==> config.mk <==
export PLATFORM = sky130hd
export DESIGN_NAME = heartbeat_event_inserter_flat
export DESIGN_NICKNAME = d
export VERILOG_FILES = /design/src/rtl/evg_event_pkg.sv /design/src/rtl/heartbeat_event_inserter_if.sv /design/src/rtl/heartbeat_event_inserter_sat_counter.sv /design/src/rtl/heartbeat_event_inserter.sv /design/src/flat_wrapper.sv
export SDC_FILE = /design/constraint.sdc
export NUM_CORES = 1
export LEC_CHECK = 0
export ABC_CLOCK_PERIOD_IN_PS = 3250
export CAP_MARGIN = 40
export CORE_MARGIN = 3
export CORE_UTILIZATION = 52
export DETAILED_ROUTE_END_ITERATION = 7
export PLACE_DENSITY = 0.79
export REMOVE_ABC_BUFFERS = 1
export SKIP_LAST_GASP = 1
export SLEW_MARGIN = 20
export SYNTH_ARGS = -nofsm -noshare
export SYNTH_HDL_FRONTEND = slang
export SYNTH_SLANG_ARGS = --single-unit
==> constraint.sdc <==
create_clock -name txClk -period 3.25 [get_ports txClk]
set_input_delay 0.4875 -clock txClk [delete_from_list [all_inputs] [get_ports txClk]]
set_output_delay 0.4875 -clock txClk [all_outputs]
set_load 0.01 [all_outputs]
==> src/rtl/evg_event_pkg.sv <==
// rtl/evg_event_pkg.sv - shared event-code definitions for the EVG transmit path
// Contents: EVENT_CODE_WIDTH, EVENT_NULL, EVENT_HEARTBEAT, event_code_t, grant_e.
package evg_event_pkg;

  localparam int EVENT_CODE_WIDTH = 8;

  typedef logic [EVENT_CODE_WIDTH-1:0] event_code_t;

  localparam event_code_t EVENT_NULL      = 8'h00;
  localparam event_code_t EVENT_HEARTBEAT = 8'h7A;

  // Owner of the transmit slot in a given cycle.
  typedef enum logic [1:0] {
    GRANT_NULL,
    GRANT_SEQ,
    GRANT_HB,
    GRANT_SW
  } grant_e;

endpackage

==> src/rtl/heartbeat_event_inserter_if.sv <==
// rtl/heartbeat_event_inserter_if.sv - event request/response bundle for the heartbeat inserter
// slave : inserter side (requests in, transmit code and statistics out)
// master: driver side (requests out, transmit code and statistics in)
interface heartbeat_event_inserter_if;
  import evg_event_pkg::*;

  logic        txHeartbeatStrobe;
  event_code_t seqEventCode;
  logic        seqEventValid;
  event_code_t swEventCode;
  logic        swEventStrobe;
  logic        clearStats;
  event_code_t txEventCode;
  logic        heartbeatSent;
  logic        swEventBusy;
  logic [15:0] hbDropCount;
  logic [7:0]  hbMaxLatency;
  logic        heartbeatMissing;

  modport slave (
    input  txHeartbeatStrobe, seqEventCode, seqEventValid,
    input  swEventCode, swEventStrobe, clearStats,
    output txEventCode, heartbeatSent, swEventBusy,
    output hbDropCount, hbMaxLatency, heartbeatMissing
  );

  modport master (
    output txHeartbeatStrobe, seqEventCode, seqEventValid,
    output swEventCode, swEventStrobe, clearStats,
    input  txEventCode, heartbeatSent, swEventBusy,
    input  hbDropCount, hbMaxLatency, heartbeatMissing
  );

endinterface

==> src/rtl/heartbeat_event_inserter_sat_counter.sv <==
// rtl/heartbeat_event_inserter_sat_counter.sv - saturating up-counter (module sat_counter)
// Ports: clk, rst (async, active-high), clear (forces zero, wins over all),
//        restart (starts a new count that includes this cycle's inc), inc, count.
module sat_counter #(
  parameter int WIDTH = 8
) (
  input  logic             clk,
  input  logic             rst,
  input  logic             clear,
  input  logic             restart,
  input  logic             inc,
  output logic [WIDTH-1:0] count
);

  localparam logic [WIDTH-1:0] COUNT_MAX = '1;

  always_ff @(posedge clk or posedge rst) begin
    if (rst) begin
      count <= '0;
    end else if (clear) begin
      count <= '0;
    end else if (restart) begin
      count <= inc ? WIDTH'(1) : '0;
    end else if (inc && count != COUNT_MAX) begin
      count <= count + WIDTH'(1);
    end
  end

endmodule

==> src/rtl/heartbeat_event_inserter.sv <==
// rtl/heartbeat_event_inserter.sv - merges heartbeat, sequencer and software events into one tx slot
// Ports: txClk, txReset (async, active-high), ev (heartbeat_event_inserter_if.slave).
// Slot priority: sequencer > heartbeat > software > null; txEventCode is registered.
module heartbeat_event_inserter
  import evg_event_pkg::*;
#(
  parameter event_code_t HEARTBEAT_CODE       = EVENT_HEARTBEAT,
  parameter int          TX_CLK_PER_HEARTBEAT = -1,
  parameter int          WATCHDOG_MARGIN      = 16
) (
  input  logic                     txClk,
  input  logic                     txReset,
  heartbeat_event_inserter_if.slave ev
);

  localparam int WD_RELOAD = TX_CLK_PER_HEARTBEAT + WATCHDOG_MARGIN - 1;
  localparam int WD_W      = (WD_RELOAD > 1) ? $clog2(WD_RELOAD + 1) : 1;
  localparam logic [WD_W-1:0] WD_LOAD = WD_W'(WD_RELOAD);

  grant_e      grant;
  event_code_t grant_code;
  logic        hb_pending, sw_pending, sw_emit;
  event_code_t sw_code;
  logic [7:0]  lat_count, hb_max;
  logic [WD_W-1:0] wd_count;

  logic seq_win, hb_req, hb_grant, sw_grant;
  logic hb_fresh, hb_reset_again, hb_drop, sw_accept;
  logic [7:0] lat_now;

  // A strobe is grantable in its own cycle, so the heartbeat request is the
  // pending flag OR the live strobe.
  assign seq_win  = ev.seqEventValid && (ev.seqEventCode != EVENT_NULL);
  assign hb_req   = hb_pending || ev.txHeartbeatStrobe;
  assign hb_grant = (grant == GRANT_HB);
  assign sw_grant = (grant == GRANT_SW);

  assign hb_fresh       = ev.txHeartbeatStrobe && !hb_pending;
  assign hb_reset_again = ev.txHeartbeatStrobe && hb_pending && hb_grant;
  assign hb_drop        = ev.txHeartbeatStrobe && hb_pending && !hb_grant;
  assign lat_now        = hb_fresh ? 8'd0 : lat_count;

  // Busy covers the pending cycles plus the cycle the code is on txEventCode.
  assign ev.swEventBusy = sw_pending || sw_emit;
  assign sw_accept      = ev.swEventStrobe && (ev.swEventCode != EVENT_NULL) && !ev.swEventBusy;

  always_comb begin
    grant      = GRANT_NULL;
    grant_code = EVENT_NULL;
    if (seq_win) begin
      grant      = GRANT_SEQ;
      grant_code = ev.seqEventCode;
    end else if (hb_req) begin
      grant      = GRANT_HB;
      grant_code = HEARTBEAT_CODE;
    end else if (sw_pending) begin
      grant      = GRANT_SW;
      grant_code = sw_code;
    end
  end

  always_ff @(posedge txClk or posedge txReset) begin
    if (txReset) begin
      ev.txEventCode   <= EVENT_NULL;
      ev.heartbeatSent <= 1'b0;
      hb_pending       <= 1'b0;
      sw_pending       <= 1'b0;
      sw_emit          <= 1'b0;
      sw_code          <= EVENT_NULL;
      hb_max           <= 8'd0;
    end else begin
      ev.txEventCode   <= grant_code;
      ev.heartbeatSent <= hb_grant;
      // A strobe coinciding with the grant of the previous heartbeat re-arms it.
      hb_pending       <= hb_grant ? hb_reset_again : hb_req;
      sw_emit          <= sw_grant;
      if (sw_grant) begin
        sw_pending <= 1'b0;
      end else if (sw_accept) begin
        sw_pending <= 1'b1;
        sw_code    <= ev.swEventCode;
      end
      if (ev.clearStats) begin
        hb_max <= 8'd0;
      end else if (hb_grant && lat_now > hb_max) begin
        hb_max <= lat_now;
      end
    end
  end

  always_ff @(posedge txClk or posedge txReset) begin
    if (txReset) begin
      wd_count            <= WD_LOAD;
      ev.heartbeatMissing <= 1'b0;
    end else if (ev.txHeartbeatStrobe) begin
      wd_count            <= WD_LOAD;
      ev.heartbeatMissing <= 1'b0;
    end else begin
      if (wd_count != '0) begin
        wd_count <= wd_count - WD_W'(1);
      end
      if (wd_count == WD_W'(1)) begin
        ev.heartbeatMissing <= 1'b1;
      end
    end
  end

  assign ev.hbMaxLatency = hb_max;

  sat_counter #(.WIDTH(16)) u_drop_count (
    .clk     (txClk),
    .rst     (txReset),
    .clear   (ev.clearStats),
    .restart (1'b0),
    .inc     (hb_drop),
    .count   (ev.hbDropCount)
  );

  // Counts cycles the current heartbeat has waited behind the sequencer.
  sat_counter #(.WIDTH(8)) u_latency (
    .clk     (txClk),
    .rst     (txReset),
    .clear   (1'b0),
    .restart (hb_fresh || hb_reset_again),
    .inc     (hb_req && !hb_grant),
    .count   (lat_count)
  );

endmodule

==> src/flat_wrapper.sv <==
// flat-port wrapper written by rule: the top's interface ports become plain ports
module heartbeat_event_inserter_flat import evg_event_pkg::*;
#(
  parameter event_code_t HEARTBEAT_CODE       = EVENT_HEARTBEAT,
  parameter int          TX_CLK_PER_HEARTBEAT = -1,
  parameter int          WATCHDOG_MARGIN      = 16
)
  (txClk, txReset, ev_txHeartbeatStrobe, ev_seqEventCode, ev_seqEventValid, ev_swEventCode, ev_swEventStrobe, ev_clearStats, ev_txEventCode, ev_heartbeatSent, ev_swEventBusy, ev_hbDropCount, ev_hbMaxLatency, ev_heartbeatMissing);
  heartbeat_event_inserter_if ev_i ();
  input  logic txClk;
  input  logic txReset;
  input wire logic [$bits(ev_i.txHeartbeatStrobe)-1:0] ev_txHeartbeatStrobe;
  input wire logic [$bits(ev_i.seqEventCode)-1:0] ev_seqEventCode;
  input wire logic [$bits(ev_i.seqEventValid)-1:0] ev_seqEventValid;
  input wire logic [$bits(ev_i.swEventCode)-1:0] ev_swEventCode;
  input wire logic [$bits(ev_i.swEventStrobe)-1:0] ev_swEventStrobe;
  input wire logic [$bits(ev_i.clearStats)-1:0] ev_clearStats;
  output wire logic [$bits(ev_i.txEventCode)-1:0] ev_txEventCode;
  output wire logic [$bits(ev_i.heartbeatSent)-1:0] ev_heartbeatSent;
  output wire logic [$bits(ev_i.swEventBusy)-1:0] ev_swEventBusy;
  output wire logic [$bits(ev_i.hbDropCount)-1:0] ev_hbDropCount;
  output wire logic [$bits(ev_i.hbMaxLatency)-1:0] ev_hbMaxLatency;
  output wire logic [$bits(ev_i.heartbeatMissing)-1:0] ev_heartbeatMissing;
  assign ev_i.txHeartbeatStrobe = ev_txHeartbeatStrobe;
  assign ev_i.seqEventCode = ev_seqEventCode;
  assign ev_i.seqEventValid = ev_seqEventValid;
  assign ev_i.swEventCode = ev_swEventCode;
  assign ev_i.swEventStrobe = ev_swEventStrobe;
  assign ev_i.clearStats = ev_clearStats;
  assign ev_txEventCode = ev_i.txEventCode;
  assign ev_heartbeatSent = ev_i.heartbeatSent;
  assign ev_swEventBusy = ev_i.swEventBusy;
  assign ev_hbDropCount = ev_i.hbDropCount;
  assign ev_hbMaxLatency = ev_i.hbMaxLatency;
  assign ev_heartbeatMissing = ev_i.heartbeatMissing;
  heartbeat_event_inserter #(.HEARTBEAT_CODE(HEARTBEAT_CODE), .TX_CLK_PER_HEARTBEAT(TX_CLK_PER_HEARTBEAT), .WATCHDOG_MARGIN(WATCHDOG_MARGIN)) u_core (.txClk(txClk), .txReset(txReset), .ev(ev_i));
endmodule
==> run_results.csv, run 1 <==
group,metric,value,unit
status,run_status,"complete, no violations",
cells_and_area,antenna_cells,0,
sta,hold_violations,0,
detailed_routing,first_iter_violations,103,
critical_path,worstSetupStartpointType,"input pin",
synth,ys_ff_latch,57,
clocking,htreeDepth,3,
sta,worst_slew_pin_slew,0.7442,ns
power_and_ir_drop,seqPwrFrac,43.3,%
place,io_buffer_count,56,
critical_path,critPathCaptureType,"flip-flop",
cells_and_area,n_fill_cell,446,
critical_path,cp_max_fo,10,
power_and_ir_drop,combPwrFrac,17.7,%
grt,grt_pass1_wl,11560,um
synth,synth_area,0.003080,mm2
sta,timing.setup.tns,0,ns
synth,synth_area_per_cell,10.27,um2
clocking,cts_hold_buffers,0,
critical_path,path_cells,"clkdlybuf4s50_1 -> nand2b_1 -> and2_1 -> ha_1 -> a21oi_1 -> nand2_1 -> a21o_1 -> o221ai_4 -> buf_4 -> mux2i_1",
critical_path,slowest_stage,"clkdlybuf4s50_1",
place,pre_cts_ws,0.3152,ns
die,die_x,82.97,um
synth,synth_top_family_by_area,"simple AND/OR/NAND/NOR gates",
cells_and_area,final-seq-area,0.001430,mm2
detailed_routing,drt.antenna.violating_nets,0,
place,dp.cells,424,
sta,min_period_over_period,80.81,%
critical_path,max_stage_delay,0.50,ns
die,coreArea,0.005608,mm2
synth,synth_edf_count,0,
sta,fmax,380.7,MHz
synth,synth_fa_ha_area_share,5.280,%
power_and_ir_drop,pwr-share-clk,39.1,%
cells_and_area,drive_gt1_share,13.04,%
clocking,cts.path.max_buffers,2,
synth,synthCells,300,
power_and_ir_drop,p_sw_share,25.63,%
sta,finalSetupViolCount,0,
min_path,hold_depth,1,
die,dieArea,0.006883,mm2
detailed_routing,first_pass_iters,4,
place,dp_hpwl,4726,um
sta,clock_skew,0.005514,ns
die,die_height,82.97,um
sta,rsz0062_at_grt,"false",
power_and_ir_drop,intPower,0.001480,W
grt,grt_pass1_vias,2463,
place,routabilityCongestion,0.8544,
cells_and_area,fin_nets,398,
synth,async_flop_share,100.0,%
critical_path,worst-path-buf-inv,2,
cells_and_area,multi_input_area,0.001525,mm2
grt,gr-total-overflow,0,
critical_path,r2r_cells,9,
synth,synth_xor_area_share,2.843,%
sta,setup_ws,0.6236,ns
sta,relSlewSlack,50.30,%
critical_path,cp.depth,10,
die,boundaryPins,57,
critical_path,worstSetupPathType,"input pin to flip-flop",
clocking,cts_setup_buffers,0,
detailed_routing,vias,2462,
die,start_util,54.93,%
clocking,clk_latency,0.33,ns
cells_and_area,final_cells,440,
power_and_ir_drop,netSwitchingPower,0.0005101,W
synth,synth-main-ff-cell,"dfrtp_1",
clocking,clock-sinks,57,
detailed_routing,drc,0,
power_and_ir_drop,leakage,1.676,nW
synth,yosysUniqueCellTypes,53,
cells_and_area,area_growth,28.47,%
synth,yosys.area_share.simple,21.69,%
synth,synthMuxAreaShare,6.824,%
min_path,min_path_type,"flip-flop to flip-flop",
die,rows,27,
detailed_routing,wl_per_cell,15.10,um
sta,fin_crit,2.626,ns
clocking,cts.root.buffer_cell,"clkbuf_8",
critical_path,crit_arrival,2.88,ns
synth,seq_area_frac_synth,46.43,%
detailed_routing,routed_wl,6643,um
sta,slew_violations,0,
clocking,clk_pin_slew_worst_paths,0.07,ns
run,cap_violations,0,
grt,grt_antenna_before_repair,0,
grt,grt_max_degree,58,
clocking,cts_tree,"built",
clocking,cts_resized,0,
grt,grt_use_total,20.63,%
detailed_routing,viasPerCell,5.595,
synth,yosys_warnings,0,
power_and_ir_drop,ir_drop,0.2871,mV
critical_path,path_delay_family,"buffers and inverters",
synth,synth-compound-area-share,12.88,%
clocking,cts_made_buffers,9,
critical_path,required,3.51,ns
power_and_ir_drop,p_per_area,502.8,mW/mm2
==> flip-flops by register name (all words and copies together) (netlist names) <==
signal and flops:
u_core.sw_code 8, u_core.sw_emit 1, u_core.hb_pending 1, u_core.u_drop_count.count 16
u_core.ev.heartbeatMissing 1, u_core.wd_count 4, u_core.ev.hbMaxLatency 8, u_core.ev.heartbeatSent 1
u_core.sw_pending 1, u_core.ev.txEventCode 8, u_core.u_latency.count 8
==> cell usage in the layout, fill, tap and decap left out, types with 4 or more instances in the layout <==
cell,count
a21oi_1,14
a31oi_1,6
and2_1,7
and3_1,4
buf_4,7
clkbuf_8,12
clkdlybuf4s50_1,56
dfrtp_1,54
ha_1,13
inv_1,15
mux2_2,8
mux2i_1,9
nand2_1,21
nand2b_1,16
nand3_1,11
nand4_1,7
nor2_1,25
nor2b_1,4
nor3_1,4
nor4_1,4
o211ai_1,5
o21ai_0,4
o31ai_1,6
or4_1,8
xnor2_1,7
==> cell type report <==
cell class	instances	area share (%)
Clock inverter	4	1.865
Timing Repair Buffer	63	15.49
Clock buffer	12	4.173
Sequential cell	57	36.14
Multi-Input combinational cell	216	38.54
Inverter	16	1.518
Tap cell	72	2.276
==> worst register-to-register path, delay by kind of cell (launching register included) <==
family | cells | cell delay [ns]
AND/OR/NAND/NOR | 3 | 0.65
AO/OA/AOI/OAI | 3 | 0.65
flip-flops | 1 | 0.47
adder cells (fa/ha/maj) | 1 | 0.31
buffers and inverters | 1 | 0.22
multiplexers | 1 | 0.18
==> power by group through the flow <==
stage	Sequential (W)	Combinational (W)	Clock (W)
6_report	0.000861	0.000351	0.000778
5_1_grt	0.000872	0.000392	0.000822
2_1_floorplan	0.000861	0.000211	0
4_1_cts	0.000860	0.000356	0.000787
3_5_place_dp	0.000869	0.000353	0
3_3_place_gp	0.000866	0.000341	0
==> metrics by stage <==
stage	power, W	hold slack (ns)	util, %	instance area (um2)
floorplan	0.001073	0.4590	-	3015
global placement	0.001207	0.4766	66.18	3711
detailed placement	0.001222	0.4893	66.31	3719
CTS	0.002003	0.5047	70.57	3958
global route	0.002085	0.5204	70.57	3958
finish	0.001990	0.5020	70.57	3958
==> kinds of logic (layout without fill, tap and decap cells) <==
family	after synthesis	in the layout
and+or+nand+nor	121	121
DFF	57	57
AOI/OAI and AO/OA	53	53
buffers and inverters	27	95
muxes	19	19
adders and majority gates	13	13
xor gates and xnor gates	10	10
==> synth_stat cells, types with 8 or more instances <==
master,n,share of area [%]
dfrtp_1,54,44
nor2_1,25,3.0
nand2_1,21,2.6
inv_1,16,1.9
nand2b_1,16,3.2
a21oi_1,14,2.3
ha_1,13,5.3
nand3_1,11,1.8
mux2i_1,9,2.9
mux2_2,8,2.9
or4_1,8,1.9
==> final timing paths <==
path                       slack (ns)                  from                            end
setup / recovery                 0.62  ev_txHeartbeatStrobe      u_core.ev.hbMaxLatency[4]
hold / removal                   0.50     u_core.sw_code[7]       u_core.ev.txEventCode[7]
setup reg to reg                 0.70     u_core.hb_pending      u_core.ev.hbMaxLatency[4]
hold reg to reg                  0.50     u_core.sw_code[7]       u_core.ev.txEventCode[7]
max in group asynchronous        2.12               txReset  u_core.u_drop_count.count[11]
min in group asynchronous        0.65               txReset     u_core.ev.heartbeatMissing
==> routing by layer <==
| layer | vias to the layer above | routed length, um | GRT usage (%) |
|---|---|---|---|
| li1 | 1207 | - | - |
| met1 | 1205 | 3193 | 27.67 |
| met2 | 41 | 3159 | 32.43 |
| met3 | 9 | 175 | 4.067 |
| met4 | 0 | 114 | 9.212 |
| met5 | - | 0 | 0 |
Power figures use the tool's default switching activity.
==> run 2, diff against run 1 <==
--- a/config.mk
+++ b/config.mk
@@ -5,12 +5,12 @@
 export SDC_FILE = /design/constraint.sdc
 export NUM_CORES = 1
 export LEC_CHECK = 0
-export ABC_CLOCK_PERIOD_IN_PS = 3250
+export ABC_CLOCK_PERIOD_IN_PS = 2200
 export CAP_MARGIN = 40
 export CORE_MARGIN = 3
-export CORE_UTILIZATION = 52
+export CORE_UTILIZATION = 47
 export DETAILED_ROUTE_END_ITERATION = 7
-export PLACE_DENSITY = 0.79
+export PLACE_DENSITY = 0.76
 export REMOVE_ABC_BUFFERS = 1
 export SKIP_LAST_GASP = 1
 export SLEW_MARGIN = 20
==> constraint.sdc (replaced) <==
create_clock -name txClk -period 2.2 [get_ports txClk]
set_input_delay 0.33 -clock txClk [delete_from_list [all_inputs] [get_ports txClk]]
set_output_delay 0.33 -clock txClk [all_outputs]
set_load 0.01 [all_outputs]
==> run_results.csv, run 2 (synthesis gave the netlist of run 1 again) <==
group,metric,value,unit
status,run_status,"complete, no violations",
grt,gr-total-overflow,0,
cells_and_area,antenna_cells,0,
min_path,min_path_type,"input pin to asynchronous set/reset pin",
clocking,cts_tree,"built",
grt,grt_max_degree,58,
grt,grt_antenna_before_repair,0,
grt,grt_pass1_wl,11760,um
clocking,clk_pin_slew_worst_paths,0.07,ns
sta,timing.setup.tns,0,ns
sta,slew_violations,0,
cells_and_area,n_fill_cell,468,
detailed_routing,drc,0,
cells_and_area,multi_input_area,0.001580,mm2
detailed_routing,viasPerCell,5.500,
clocking,clock-sinks,57,
clocking,cts.root.buffer_cell,"clkbuf_8",
grt,grt_pass1_vias,2530,
cells_and_area,final_cell_mix,"clkdlybuf4s50_1, dfrtp_1, nor2_1, buf_4, nand2_1",
sta,clock_skew,0.006519,ns
power_and_ir_drop,leakage,1.775,nW
sta,fin_crit,2.125,ns
critical_path,worstSetupPathType,"flip-flop to flip-flop",
grt,grt_use_total,19.98,%
sta,fmax,470.6,MHz
die,rows,28,
critical_path,required,2.42,ns
place,routabilityCongestion,0.8840,
power_and_ir_drop,power,0.002850,W
cells_and_area,fin_nets,419,
power_and_ir_drop,ir_drop,0.5026,mV
die,start_util,50.24,%
detailed_routing,first_pass_iters,4,
critical_path,cp_max_fo,5,
run,cap_violations,0,
cells_and_area,largest_reg_flops,16,
cells_and_area,area_growth,34.44,%
sta,hold_violations,0,
die,die_x,86.96,um
place,io_buffer_count,56,
die,boundaryPins,57,
critical_path,critPathCaptureType,"flip-flop",
cells_and_area,final-seq-area,0.001430,mm2
clocking,cts_made_buffers,9,
power_and_ir_drop,p_per_area,688.2,mW/mm2
detailed_routing,drt.antenna.violating_nets,0,
detailed_routing,vias,2552,
detailed_routing,first_iter_violations,196,
critical_path,crit_arrival,2.35,ns
sta,worst_slew_pin_slew,0.7714,ns
cells_and_area,final_common_cell,"clkdlybuf4s50_1",
clocking,cts_hold_buffers,0,
cells_and_area,drive_gt1_share,19.28,%
detailed_routing,wl_per_cell,15.48,um
sta,finalSetupViolCount,0,
die,dieArea,0.007561,mm2
sta,min_period_over_period,96.58,%
die,coreArea,0.006131,mm2
detailed_routing,routed_wl,7185,um
critical_path,worstSetupStartpointType,"flip-flop",
sta,relSlewSlack,48.48,%
clocking,clk_latency,0.33,ns
clocking,cts.path.max_buffers,2,
cells_and_area,regMostFlops,"u_core.u_drop_count.count",
clocking,htreeDepth,3,
place,dp_hpwl,5225,um
die,die_height,86.96,um
## run 2: per-layer routing
layer / up-vias / GRT usage, % / routed length [um]
li1: 1242 / - / -
met1: 1238 / 25.80 / 3189
met2: 60 / 31.75 / 3573
met3: 12 / 4.825 / 327
met4: 0 / 8.924 / 95
met5: - / 0 / 0
## run 2: final cells by class
| class | instances | share of cell area [%] |
|---|---|---|
| clock inverter | 3 | 0.9668 |
| multi-input combinational | 217 | 38.16 |
| clock buffer | 13 | 3.837 |
| sequential | 57 | 34.53 |
| tap | 75 | 2.266 |
| timing repair buffer | 83 | 18.79 |
| inverter | 16 | 1.450 |
## run 2: metrics by stage
stage / utilization [%] / cell area, um2 / hold WS (ns) / std cells / setup slack [ns]
floorplan: - / 3015 / 0.3931 / 289 / -0.1119
global placement: 63.24 / 3877 / 0.4777 / 446 / -0.4497
detailed placement: 63.24 / 3877 / 0.4794 / 446 / -0.5446
CTS: 66.65 / 4086 / 0.3719 / 462 / 0.008797
global route: 67.55 / 4141 / 0.3991 / 464 / -0.01806
finish: 67.55 / 4141 / 0.3733 / 464 / 0.07519
## run 2: path summary, 6_finish.rpt
check,from,end,slack (ns),cells after the start
min in group txClk,u_core.sw_code[0],u_core.ev.txEventCode[0],0.49,1
max reg2reg,u_core.hb_pending,u_core.ev.hbMaxLatency[0],0.08,7
max,u_core.hb_pending,u_core.ev.hbMaxLatency[0],0.08,7
min,txReset,u_core.u_drop_count.count[0],0.37,3
max in group asynchronous,txReset,u_core.wd_count[2],1.54,3
min reg2reg,u_core.sw_code[0],u_core.ev.txEventCode[0],0.49,1
## run 2: critical path: stages (launching register included)
cell and delay, ns:
dfrtp_1 0.41, nand2b_2 0.23, and2_1 0.20, ha_1 0.30, nand4_1 0.19, a21oi_2 0.22
o221ai_4 0.15, mux2_4 0.31
## run 2: what timing repair did
item                                    in CTS  in global routing
pin swaps                                    0                  5
endpoints found under the setup margin       8                  8
resized for setup                            4                  7
gates cloned                                 0                  1
buffers inserted                             0                  1
## run 2: where the power goes
| part | leakage (nW) | internal [W] | switching [W] | total [W] |
|---|---|---|---|---|
| Combinational | 0.935 | 0.000329 | 0.000277 | 0.000606 |
| Clock | 0.103 | 0.000582 | 0.000410 | 0.000992 |
| Sequential | 0.737 | 0.00118 | 0.0000724 | 0.00125 |
| Total | 1.78 | 0.00209 | 0.000760 | 0.00285 |
